===== config.mk =====
export PLATFORM = sky130hd
export DESIGN_NAME = rr_burst_arbiter
export DESIGN_NICKNAME = d
export VERILOG_FILES = /design/src/rtl/rr_burst_arbiter.sv
export SDC_FILE = /design/constraint.sdc
export NUM_CORES = 1
export LEC_CHECK = 0
export ABC_AREA = 1
export BUFFER_PORTS_ARGS = -buffer_cell sky130_fd_sc_hd__buf_4
export CAP_MARGIN = 15
export CORE_MARGIN = 3
export CORE_UTILIZATION = 30
export CTS_BUF_LIST = sky130_fd_sc_hd__clkbuf_4
export CTS_CLUSTER_SIZE = 10
export DETAILED_ROUTE_END_ITERATION = 8
export RECOVER_POWER = 25
export SLEW_MARGIN = 20
export SYNTH_ARGS = -nofsm -noshare
export SYNTH_HDL_FRONTEND = slang
export SYNTH_SLANG_ARGS = --single-unit
export TNS_END_PERCENT = 1

===== constraint.sdc =====
create_clock -name clk -period 2.89 [get_ports clk]
set_input_delay 0.289 -clock clk [delete_from_list [all_inputs] [get_ports clk]]
set_output_delay 0.289 -clock clk [all_outputs]
set_load 0.03 [all_outputs]

===== src/rtl/rr_burst_arbiter.sv =====
// Round-robin arbiter with multi-cycle grant tenure: an owner keeps the grant while it requests,
// for at most MAX_BURST cycles, then priority rotates to the requester after it with no bubble.
module rr_burst_arbiter #(
  parameter int unsigned N         = 8,
  parameter int unsigned ID_W      = 3,
  parameter int unsigned MAX_BURST = 4
) (
  input  logic            clk,
  input  logic            rst,
  input  logic [N-1:0]    req,
  output logic [N-1:0]    gnt,
  output logic            gnt_valid,
  output logic [ID_W-1:0] gnt_id,
  output logic            burst_last
);

  localparam int unsigned    CntW   = $clog2(MAX_BURST + 1);
  localparam logic [CntW-1:0] CntMax = CntW'(MAX_BURST);
  localparam logic [ID_W-1:0] IdLast = ID_W'(N - 1);
  localparam logic [N-1:0]    One    = N'(1);

  typedef enum logic {StIdle, StGrant} state_e;

  state_e          state_q, state_d;
  logic [ID_W-1:0] ptr_q, ptr_d;
  logic [ID_W-1:0] id_q, id_d;
  logic [CntW-1:0] cnt_q, cnt_d;
  logic [N-1:0]    gnt_q, gnt_d;
  logic            valid_q, valid_d;
  logic            last_q, last_d;

  // First set bit of r scanning upward from start, wrapping modulo N.
  function automatic logic [ID_W-1:0] pick(input logic [N-1:0] r, input logic [ID_W-1:0] start);
    logic        found;
    int unsigned idx;
    pick  = '0;
    found = 1'b0;
    for (int unsigned i = 0; i < N; i++) begin
      idx = (32'(start) + i) % N;
      if (!found && r[idx]) begin
        found = 1'b1;
        pick  = ID_W'(idx);
      end
    end
  endfunction

  always_comb begin
    state_d = state_q;
    ptr_d   = ptr_q;
    id_d    = id_q;
    cnt_d   = cnt_q;
    case (state_q)
      StIdle: begin
        if (|req) begin
          state_d = StGrant;
          id_d    = pick(req, ptr_q);
          cnt_d   = CntW'(1);
        end
      end
      StGrant: begin
        if (req[id_q] && (cnt_q != CntMax)) begin
          cnt_d = cnt_q + CntW'(1);
        end else begin
          // Release: the old owner drops to lowest priority for this and later arbitrations.
          ptr_d = (id_q == IdLast) ? '0 : id_q + ID_W'(1);
          if (|req) begin
            id_d  = pick(req, ptr_d);
            cnt_d = CntW'(1);
          end else begin
            state_d = StIdle;
            id_d    = '0;
            cnt_d   = '0;
          end
        end
      end
      default: begin
        state_d = StIdle;
        id_d    = '0;
        cnt_d   = '0;
      end
    endcase
    valid_d = (state_d == StGrant);
    gnt_d   = valid_d ? (One << id_d) : '0;
    last_d  = valid_d && (cnt_d == CntMax);
  end

  always_ff @(posedge clk) begin
    if (rst) begin
      state_q <= StIdle;
      ptr_q   <= '0;
      id_q    <= '0;
      cnt_q   <= '0;
      gnt_q   <= '0;
      valid_q <= 1'b0;
      last_q  <= 1'b0;
    end else begin
      state_q <= state_d;
      ptr_q   <= ptr_d;
      id_q    <= id_d;
      cnt_q   <= cnt_d;
      gnt_q   <= gnt_d;
      valid_q <= valid_d;
      last_q  <= last_d;
    end
  end

  assign gnt        = gnt_q;
  assign gnt_valid  = valid_q;
  assign gnt_id     = id_q;
  assign burst_last = last_q;

endmodule


Word-level counts from Yosys, hierarchy flattened
Cells that the tools add are included.
W data, S select, Z words.

storage, ports and cells
  register bits after elaboration = 19
  bits of input ports = 10
  output and inout port bits = 13

cells by class
  add/subtract/negate cells = 16
  magnitude comparators = 17
  equality and inequality tests = 3
  shifts and indexed selects = 1
  multiplexer cells = 111
  bitwise gates (word level) = 3
  reduce and logical (&&, ||, !) cells = 33

operators with widths
  cell                   count
  $mux W1                69
  $lt A3 B4 Y1 const B   17
  $mux W3                22
  $bmux W1 S3            17
  $add A3 B3 Y3 const B  8
  $logic_and A1 B1 Y1    16
  $logic_not A1 Y1       14
  $add A3 B1 Y3 const B  4
  $add A3 B2 Y3 const B  4
  $pmux W3 S2            2
  $reduce_or A8 Y1       1
  $shl A1 B3 Y8 const A  1
  $eq A3 B3 Y1 const B   2
  $ne A3 B3 Y1 const B   1
  $not A1 Y1             3
  $pmux W1 S2            1
  $reduce_and A2 Y1      1
  $reduce_or A2 Y1       1

Depth between registers and ports, before layout
Gate-level depths: netlist (run 1).

  depth in word-level cells = 51
  mapped depth = 24

Worst setup path before layout (run 1)
OpenSTA, ideal clock, no wires.

  path type = register to register
  start point = register id_q[1] (netlist: gnt_id[1])
  end point = register gnt_q[5] (netlist: gnt[5])
  library setup time = 112 ps
  arrival = 2692 ps
  data required time = 2778 ps
  slack = 86 ps
  cell stages (with the launch flop) = 18
  period minus slack after synthesis = 2804 ps
  path through = dfxtp_1 -> ha_1 -> ha_1 -> buf_2 -> xnor2_1 -> nand3_1 -> nand2_2 -> nand3_4 -> nor2_4 -> nand2_2 -> nor2_4 -> nand2_2 -> o21ai_1 -> nor2_1 -> nor2_2 -> nor2_4 -> nand2_1 -> nor2_1

on the way
  cells in the longest elaborated chain, start to end = 51
  elaborated cells on any way between the ends = 88

RTL lines
  what                                           RTL line  RTL
  start: declaration                             26        logic [ID_W-1:0] id_q, id_d;
  start signal: assignment                       99        id_q <= id_d;
  $add A3 B1 Y3 or $eq A3 B3 Y1 (tied branches)  65        ptr_d = (id_q == IdLast) ? '0 : id_q + ID_W'(1);
  $mux W3                                        65
  $bmux W1 S3                                    40        if (!found && r[idx]) begin
  $mux W1 (implied by the code)                  40
  $mux W1                                        40
  $mux W1                                        66        if (|req) begin
  $mux W1                                        61        if (req[id_q] && (cnt_q != CntMax)) begin
  $mux W1                                        52        case (state_q)
  [35 not listed]                                -
  $mux W1                                        52
  $logic_not A1 Y1                               40
  $logic_and A1 B1 Y1                            40
  $mux W3                                        40
  $mux W3                                        66
  $mux W3                                        61
  $pmux W3 S2                                    52
  $shl A1 B3 Y8                                  83        gnt_d = valid_d ? (One << id_d) : '0;
  end signal: assignment                         101       gnt_q <= gnt_d;
  end: declaration                               28        logic [N-1:0] gnt_q, gnt_d;

Several ways; a longest one is shown, not always the timed one. The select of a mux whose other input is x is not followed.
A chain may end at the register's enable or synchronous reset.

Worst setup path in the final report (run 1)
  start point = register id_q[0] (netlist: gnt_id[0])
  end point = register gnt_q[0] (netlist: gnt[0])

The elaborated chain is that of the path after synthesis.

==> flow_summary.ini, run 1 <==
[run_status]
status = complete, no violations

[logic_synthesis]
ys_ff_latch = 19
yosys-top-cells-area = nand2_1, dfxtp_1, nand3_1
yosysSeqAreaShare_pct = 16.1
ys_warn_count = 0
synth_edf_count = 0
synth_flop_cell = dfxtp_1
async_reset_ff_share_pct = 0
synth_cell_types = 38
synth_nets = 423
syn_inst = 406
synth_top_area_share_pct = 20.4
netlist_area_um2 = 2360
yosysTopAreaCell = nand2_1
synth_area_per_cell_um2 = 5.81

[drt]
postRouteAntennaNets = 0
drc_errors = 0
vias = 2661
vias_per_cell = 4.92
routed_wl_mm = 6.58
dr.pass1.iters = 5
drt_iter0_markers = 130
routedWlPerCell_um = 12.2

[setup_path]
r2r_slack_ns = 0.22
r2r.worst_path.cells = 19
startpoint_type = flip-flop
critical-path-max-stage-delay_ns = 0.39
critPathKind = flip-flop to flip-flop
cp-end-kind = flip-flop
crit_path_frequent_cell = nand2_2
path_max_fanout = 7
cp.arrival_ns = 2.89
path_cells = ha_4, ha_4, nor2_4, buf_6, nand2_2, nand3_2, nand3_1, nand2_2, nand3_4, nor2_4, nand2_2, nor2_4, nand2_2, nand4_1, nand3_2, nand2_1, nand2_1, nand2_1, nor2_1
r2r-start = gnt_id[0]$_SDFF_PP0_
slowest_stage = dfxtp_4
r2r-end = gnt[0]$_SDFF_PP0_
cp_data_required_time_ns = 3.11

[layout]
antennaDiodeCount = 0
fin_util_pct = 38.4
drive_gt1_share_pct = 22.9
final_common_cell = nand2_1
layout_common_cells = nand2_1, inv_1, nand3_1
syn2layout_area_growth_pct = 21.3
layout.nets = 460

[clocking]
cts.path.max_buffers = 2
cts_buffers = 3
htree_levels = 1
ctsHoldBuffers = 0
root_buffer = clkbuf_4
cts_tree = done
worstSkewPairLatency_ns = 0.30
clkSinkCount = 19
cts.clk_slew.worst_paths_ns = 0.12

[hold_path]
hold_path_depth = 2
whs_endpoint = gnt_id[1]$_SDFF_PP0_
min_from = rst
min_path_type = input port to flip-flop

[flow_run]
cap_violations = 0

[global_route]
overflow = 0
grt_first_pass_wirelength_mm = 11.4
antenna_found_initial = 0
grt_pass1_vias = 2519
track_usage_pct = 15.4
grt_max_degree = 24

[sta]
timing.fmax_mhz = 374
hold_viol_final = 0
fin_skew_ns = 0.00511
fin_crit_ns = 2.67
tightest_slew_ns = 0.477
relSlewSlack_pct = 68.1
fin_crit_sh_pct = 92.4
setup_viol_count_final = 0
drv_slew = 0

[floorplanning]
dieArea_um2 = 8960
chipHeight_um = 94.7
core_um2 = 7450
io_pins = 23
die_w_um = 94.7
fp-row-count = 31
initial_core_util_pct = 31.7

[place]
portBuffers = 22
dp_hpwl_mm = 5.33
gp_congestion = 0.902
metal layers:
layer / global-route usage, % / vias to the layer above / share of wire [%]
li1: - / 1384 / -
met1: 22.7 / 1195 / 49
met2: 24.1 / 72 / 44
met3: 1.27 / 10 / 5.6
met4: 4.09 / 0 / 1.7
met5: 0 / - / 0
stage by stage:
step / worst slack (ns) / hold WS [ns] / std cells / instance area (um^2) / setup TNS, ns
after detailed placement: 0.0349 / 0.524 / 532 / 2680 / 0
after floorplan: 0.0865 / 0.490 / 406 / 2360 / 0
final: 0.219 / 0.205 / 541 / 2860 / 0
after global placement: 0.125 / 0.516 / 532 / 2680 / 0
after global routing: -0.00123 / 0.211 / 541 / 2860 / -0.00123
after CTS: 0.00447 / 0.204 / 536 / 2700 / 0
worst max-delay path, delay by kind of cell (launching register included):
family,cells,cell delay [ns]
fa+ha+maj,2,0.34
flops,1,0.39
buf+inv,1,0.15
simple gates,16,1.70
cell type report:
type / count / area (um^2)
Inverter: 53 / 204
Sequential cell: 19 / 385
Multi-Input combinational cell: 322 / 1800
Clock inverter: 1 / 5.00
Clock buffer: 3 / 22.5
Timing Repair Buffer: 44 / 315
Fill cell: 850 / 4590
Tap cell: 99 / 124
Yosys cell counts (6+ instances only):
cell type and n:
a21oi_1 17, nor2_1 30, o21ai_0 16, nand4_1 9, buf_6 6, inv_1 47
nor2_4 6, nand2_2 14, ha_1 7, o21ai_1 9, nand2_1 128, nand3_2 7
nand3_1 43, dfxtp_1 19, o211ai_1 6
how the worst max path moves through the flow:
| stage | endpoint | slack, ns | start | cells past startpoint |
|---|---|---|---|---|
| 2_1_floorplan | gnt[5]$_SDFF_PP0_ | 0.09 | gnt_id[1]$_SDFF_PP0_ | 17 |
| 3_3_place_gp | gnt[2]$_SDFF_PP0_ | 0.12 | gnt_id[0]$_SDFF_PP0_ | 16 |
| 4_1_cts | gnt[5]$_SDFF_PP0_ | 0.004 | gnt_id[0]$_SDFF_PP0_ | 19 |
| 6_report | gnt[0]$_SDFF_PP0_ | 0.22 | gnt_id[0]$_SDFF_PP0_ | 19 |
| 3_5_place_dp | gnt[5]$_SDFF_PP0_ | 0.03 | gnt_id[0]$_SDFF_PP0_ | 19 |
| 5_1_grt | gnt[7]$_SDFF_PP0_ | -0.001 | gnt_id[0]$_SDFF_PP0_ | 20 |
registers in the layout, summed over array words and instances (netlist names):
signal,count
cnt_q,3
gnt_id,3
burst_last,1
gnt,8
gnt_valid,1
ptr_q,3
cells by family after synthesis:
logic type | after synthesis | share of synthesized area [%]
and+or+nand+nor | 250 | 50.8
buffers and inverters | 65 | 12.8
AOI/OAI and AO/OA | 58 | 13.9
xor gates and xnor gates | 7 | 2.60
adders and majority gates | 7 | 3.71
DFF | 19 | 16.1
repair_timing:
| action | CTS | global route |
|---|---|---|
| setup buffers | 0 | 5 |
| setup endpoints to repair | 0 | 11 |
| resized for setup | 0 | 34 |
Power of run 1 is left out: the tool's default activity adds up to more than one toggle a clock period on the data nets, which glitch-free logic cannot reach.
==> run 2: changes to the inputs <==
--- a/config.mk
+++ b/config.mk
@@ -13,6 +13,7 @@
 export CTS_BUF_LIST = sky130_fd_sc_hd__clkbuf_4
 export CTS_CLUSTER_SIZE = 10
 export DETAILED_ROUTE_END_ITERATION = 8
+export MAX_ROUTING_LAYER = met4
 export RECOVER_POWER = 25
 export SLEW_MARGIN = 20
 export SYNTH_ARGS = -nofsm -noshare
==> run 2 against run 1 <==
Wire length rose by 0.65%. Critical path depth fell by 1. Largest cell class unchanged. Register-to-register slack better by 0.02 ns. Count of clock-buffer cells in the layout stayed put. Sequential share of layout area increased by 0.27 points.
==> flow_summary.ini, run 2 (same netlist as run 1, synthesis figures left out) <==
[setup_path]
startpoint_type = flip-flop
cp_data_required_time_ns = 3.09
critPathKind = flip-flop to flip-flop
cp-end-kind = flip-flop
r2r.worst_path.cells = 18
cp.arrival_ns = 2.85
startpoint = gnt_id[0]$_SDFF_PP0_
r2r_slack_ns = 0.24
r2r-start = gnt_id[0]$_SDFF_PP0_
r2r-end = gnt[4]$_SDFF_PP0_
path_max_fanout = 6
crit_path_end = gnt[4]$_SDFF_PP0_

[power_and_ir_drop]
power.density_nw_per_um2 = 1360
p_switching_mw = 2.26
power.internal_mw = 1.54
combPwrFrac_pct = 86.3
leakage_nw = 1.39
clkPwrFrac_pct = 3.7
p_seq_share_pct = 10.0
vdd_drop_max_v = 0.000396
p_sw_share_pct = 59.5

[drt]
vias_per_cell = 4.90
drt_iter0_markers = 120
routed_wl_mm = 6.62
vias = 2643
routedWlPerCell_um = 12.3
dr.pass1.iters = 4
postRouteAntennaNets = 0
drc_errors = 0

[hold_path]
min_path_type = input port to flip-flop

[sta]
timing.fmax_mhz = 377
hold_viol_final = 0
setup_viol_count_final = 0
drv_slew = 0
fin_skew_ns = 0.0123
relSlewSlack_pct = 71.7
fin_crit_ns = 2.65
finalHoldWorstSlack_ns = 0.206
fin_crit_sh_pct = 91.7
tightest_slew_ns = 0.423

[clocking]
clkSinkCount = 19
cts_tree = done
worstSkewPairLatency_ns = 0.30
cts.path.max_buffers = 2
cts_buffers = 3
cts.clk_slew.worst_paths_ns = 0.12
htree_levels = 1
root_buffer = clkbuf_4
ctsHoldBuffers = 0

[place]
dp_hpwl_mm = 5.32
gp_congestion = 0.922
dpl_cell_area_um2 = 2670
place_inst = 531
portBuffers = 22

[global_route]
track_usage_pct = 15.6
antenna_found_initial = 0
overflow = 0
grt_first_pass_wirelength_mm = 11.3
grt_max_degree = 24
grt_pass1_vias = 2594

[floorplanning]
dieArea_um2 = 8960
chipHeight_um = 94.7
io_pins = 23
initial_core_util_pct = 31.7
core_um2 = 7450
fp-row-count = 31
die_w_um = 94.7

[layout]
drive_gt1_share_pct = 21.1
multi_input_area_um2 = 1760
layout_common_cells = nand2_1, inv_1, nand3_1
seqCellArea_um2 = 384
largest_reg_flops = 8
antennaDiodeCount = 0
fin_util_pct = 37.5
layout.cells.non_filler = 539
final_common_cell = nand2_1
syn2layout_area_growth_pct = 18.5
layout.nets = 458
fillers = 826
finish.instance_area_um2 = 2800

[run_status]
status = complete, no violations

[flow_run]
cap_violations = 0
run 2: timing repair:
action | CTS | global route
setup buffers | 0 | 4
hold endpoints to repair | 0 | 0
setup endpoints to repair | 8 | 11
gates resized for setup | 1 | 24
pin swaps | 0 | 5
run 2: power by group through the flow:
stage | Sequential [mW] | Clock [mW] | Combinational (mW)
final | 0.382 | 0.139 | 3.29
after global routing | 0.390 | 0.159 | 3.73
after CTS | 0.374 | 0.145 | 3.13
after detailed placement | 0.377 | 0 | 3.10
after global placement | 0.377 | 0 | 3.10
after floorplan | 0.465 | 0 | 2.28
run 2: layer usage:
| metal | track usage, % | vias up | share of wire [%] |
|---|---|---|---|
| li1 | - | 1382 | - |
| met1 | 21.3 | 1191 | 49 |
| met2 | 24.9 | 55 | 45 |
| met3 | 1.51 | 15 | 4.3 |
| met4 | 3.49 | 0 | 1.8 |
| met5 | - | - | 0 |
run 2: worst min path at each step:
stage | depth (start not counted) | slack [ns] | from | to
2_1_floorplan | 2 | 0.49 | cnt_q[2]$_SDFF_PP0_ | cnt_q[2]$_SDFF_PP0_
3_3_place_gp | 2 | 0.52 | cnt_q[2]$_SDFF_PP0_ | cnt_q[2]$_SDFF_PP0_
3_5_place_dp | 2 | 0.53 | cnt_q[2]$_SDFF_PP0_ | cnt_q[2]$_SDFF_PP0_
4_1_cts | 2 | 0.19 | rst | gnt_id[2]$_SDFF_PP0_
5_1_grt | 2 | 0.20 | rst | gnt_id[2]$_SDFF_PP0_
6_report | 2 | 0.21 | rst | gnt_id[2]$_SDFF_PP0_
run 2: area by class of cell:
class | instances | share of cell area [%]
multi-input cells | 322 | 62.8
flip-flops and latches | 19 | 13.7
repair buffers | 42 | 10.7
inverters | 53 | 7.30
well taps | 99 | 4.43
clock buffers | 3 | 0.806
clock inverters | 1 | 0.179
run 2: through the flow:
stage	TNS (ns)	total power, mW	setup slack (ns)
4_1_cts	0	3.65	0.0593
6_report	0	3.81	0.240
3_3_place_gp	0	3.48	0.114
3_5_place_dp	0	3.48	0.0192
5_1_grt	-0.0902	4.28	-0.0217
2_1_floorplan	0	2.75	0.0865
run 2: critical path, stage by stage (launching register included):
cell and delay (ns):
dfxtp_4 0.38, ha_2 0.21, ha_4 0.18, nor2_4 0.18, buf_6 0.14, nand2_2 0.07
nand3_1 0.09, nand3_1 0.09, nand2_2 0.12, nand3_4 0.10, nor2_4 0.15, nand4_1 0.16
buf_4 0.17, nand4_1 0.08, nand3_2 0.11, nand2_1 0.07, nand2_1 0.09, nand2_1 0.11
nor2_1 0.05
Note: power is estimated with default switching activity, not from simulation.
==> run 3: changes to the inputs <==
--- a/config.mk
+++ b/config.mk
@@ -8,12 +8,15 @@
 export ABC_AREA = 1
 export BUFFER_PORTS_ARGS = -buffer_cell sky130_fd_sc_hd__buf_4
 export CAP_MARGIN = 15
+export CELL_PAD_IN_SITES_DETAIL_PLACEMENT = 0
+export CELL_PAD_IN_SITES_GLOBAL_PLACEMENT = 2
 export CORE_MARGIN = 3
 export CORE_UTILIZATION = 30
 export CTS_BUF_LIST = sky130_fd_sc_hd__clkbuf_4
 export CTS_CLUSTER_SIZE = 10
 export DETAILED_ROUTE_END_ITERATION = 8
 export MAX_ROUTING_LAYER = met4
+export PLACE_DENSITY_LB_ADDON = 0.1
 export RECOVER_POWER = 25
 export SLEW_MARGIN = 20
 export SYNTH_ARGS = -nofsm -noshare
==> constraint.sdc (replaced) <==
create_clock -name clk -period 3.4 [get_ports clk]
set_input_delay 0.34 -clock clk [delete_from_list [all_inputs] [get_ports clk]]
set_output_delay 0.34 -clock clk [all_outputs]
set_load 0.03 [all_outputs]
==> run 3 against run 2 <==
Non-clock buffer count fell by 8. Cell count fell by 1.5%. Power fell by 19%. Worst setup slack improved by 0.14 ns. Fmax fell by 12%. Largest cell class unchanged.
==> flow_summary.ini, run 3 (same netlist as run 1, synthesis figures left out) <==
[floorplanning]
dieArea_um2 = 8960
die_w_um = 94.7
initial_core_util_pct = 31.7
chipHeight_um = 94.7
io_pins = 23
fp-row-count = 31
core_um2 = 7450

[layout]
antennaDiodeCount = 0
layout_common_cells = nand2_1, inv_1, nand3_1
final_common_cell = nand2_1
layout.nets = 450
drive_gt1_share_pct = 15.7
seqCellArea_um2 = 384
largest_reg_flops = 8
multi_input_area_um2 = 1680
fillers = 892
syn2layout_area_growth_pct = 12.0

[setup_path]
path_cells = ha_1, ha_1, nor2_4, nand2_1, nand2_1, nand3_1, nand3_1, nand2_1, nor2_4, nand2_2, nor2_4, nand2_2, o21ai_2, o21bai_1, nand2_1, nand2_1, nor2_1
startpoint_type = flip-flop
crit_path_frequent_cell = nand2_1
slowest_stage = dfxtp_4
path_max_fanout = 11
crit_family = simple AND/OR/NAND/NOR gates
r2r_slack_ns = 0.38
cp.arrival_ns = 3.22
worst-path-buf-inv = 0
critical-path-max-stage-delay_ns = 0.41
cp_data_required_time_ns = 3.60
cp-end-kind = flip-flop
critPathKind = flip-flop to flip-flop

[flow_run]
cap_violations = 0

[clocking]
root_buffer = clkbuf_4
worstSkewPairLatency_ns = 0.30
htree_levels = 1
cts_tree = done
cts.path.max_buffers = 2
cts.clk_slew.worst_paths_ns = 0.12
cts_buffers = 3
clkSinkCount = 19

[sta]
rsz0062_at_grt = false
setup_viol_count_final = 0
timing.fmax_mhz = 331
fin_crit_ns = 3.02
relSlewSlack_pct = 70.1
finalSetupTns_ns = 0
hold_viol_final = 0
fin_skew_ns = 0.00924
tightest_slew_ns = 0.446
drv_slew = 0
fin_crit_sh_pct = 88.8

[hold_path]
min_path_type = input port to flip-flop

[drt]
routedWlPerCell_um = 13.9
drt_iter0_markers = 117
routed_wl_mm = 7.36
dr.pass1.iters = 4
vias = 2596
vias_per_cell = 4.89
drc_errors = 0
postRouteAntennaNets = 0

[global_route]
grt_first_pass_wirelength_mm = 12.5
grt_max_degree = 24
overflow = 0
grt_pass1_vias = 2528
track_usage_pct = 17.9
antenna_found_initial = 0

[run_status]
status = complete, no violations

[place]
dp_hpwl_mm = 5.93
gp_congestion = 0.898
portBuffers = 22

[power_and_ir_drop]
vdd_drop_max_v = 0.000359
leakage_nw = 1.33
power.density_nw_per_um2 = 1160
finalPower_mw = 3.07
## run 3: path summary, 6_finish.rpt
path / from / cells after the start / to
max: gnt_id[0]$_SDFF_PP0_ / 17 / gnt[7]$_SDFF_PP0_
min: rst / 2 / gnt_id[0]$_SDFF_PP0_
max reg2reg: gnt_id[0]$_SDFF_PP0_ / 17 / gnt[7]$_SDFF_PP0_
min reg2reg: cnt_q[2]$_SDFF_PP0_ / 2 / cnt_q[2]$_SDFF_PP0_
## run 3: area by class of cell
cell class / instances / area share, %
well taps: 99 / 4.69
inverters: 53 / 7.72
flip-flops and latches: 19 / 14.5
repair buffers: 34 / 8.52
multi-input cells: 322 / 63.4
clock buffers: 4 / 1.14
## run 3: per-stage QoR
step                worst slack, ns  std cells  instance area (um^2)  hold slack [ns]  utilization (%)
floorplan                     0.596        406                  2360            0.490                -
global placement              0.165        523                  2610            0.515             35.0
detailed placement            0.180        523                  2610            0.521             35.0
CTS                           0.135        527                  2640            0.256             35.4
global route                 0.0544        531                  2640            0.252             35.5
finish                        0.380        531                  2640            0.261             35.5
## run 3: where the power goes
part	total, mW	switching (mW)	internal, mW
Combinational	2.61	1.78	0.823
Clock	0.127	0.0728	0.0537
Sequential	0.339	0.0563	0.282
## run 3: repair_timing
action	CTS	global route
setup buffers	0	4
hold buffers	0	0
resized for setup	0	2
setup endpoints to repair	0	11
## run 3: routing by layer
layer / vias up / GRT usage, % / part of all wire [%]
met4: 0 / 3.37 / 0.77
met5: - / - / 0
li1: 1367 / - / -
met1: 1177 / 25.8 / 53
met3: 6 / 1.12 / 2.1
met2: 46 / 27.5 / 44
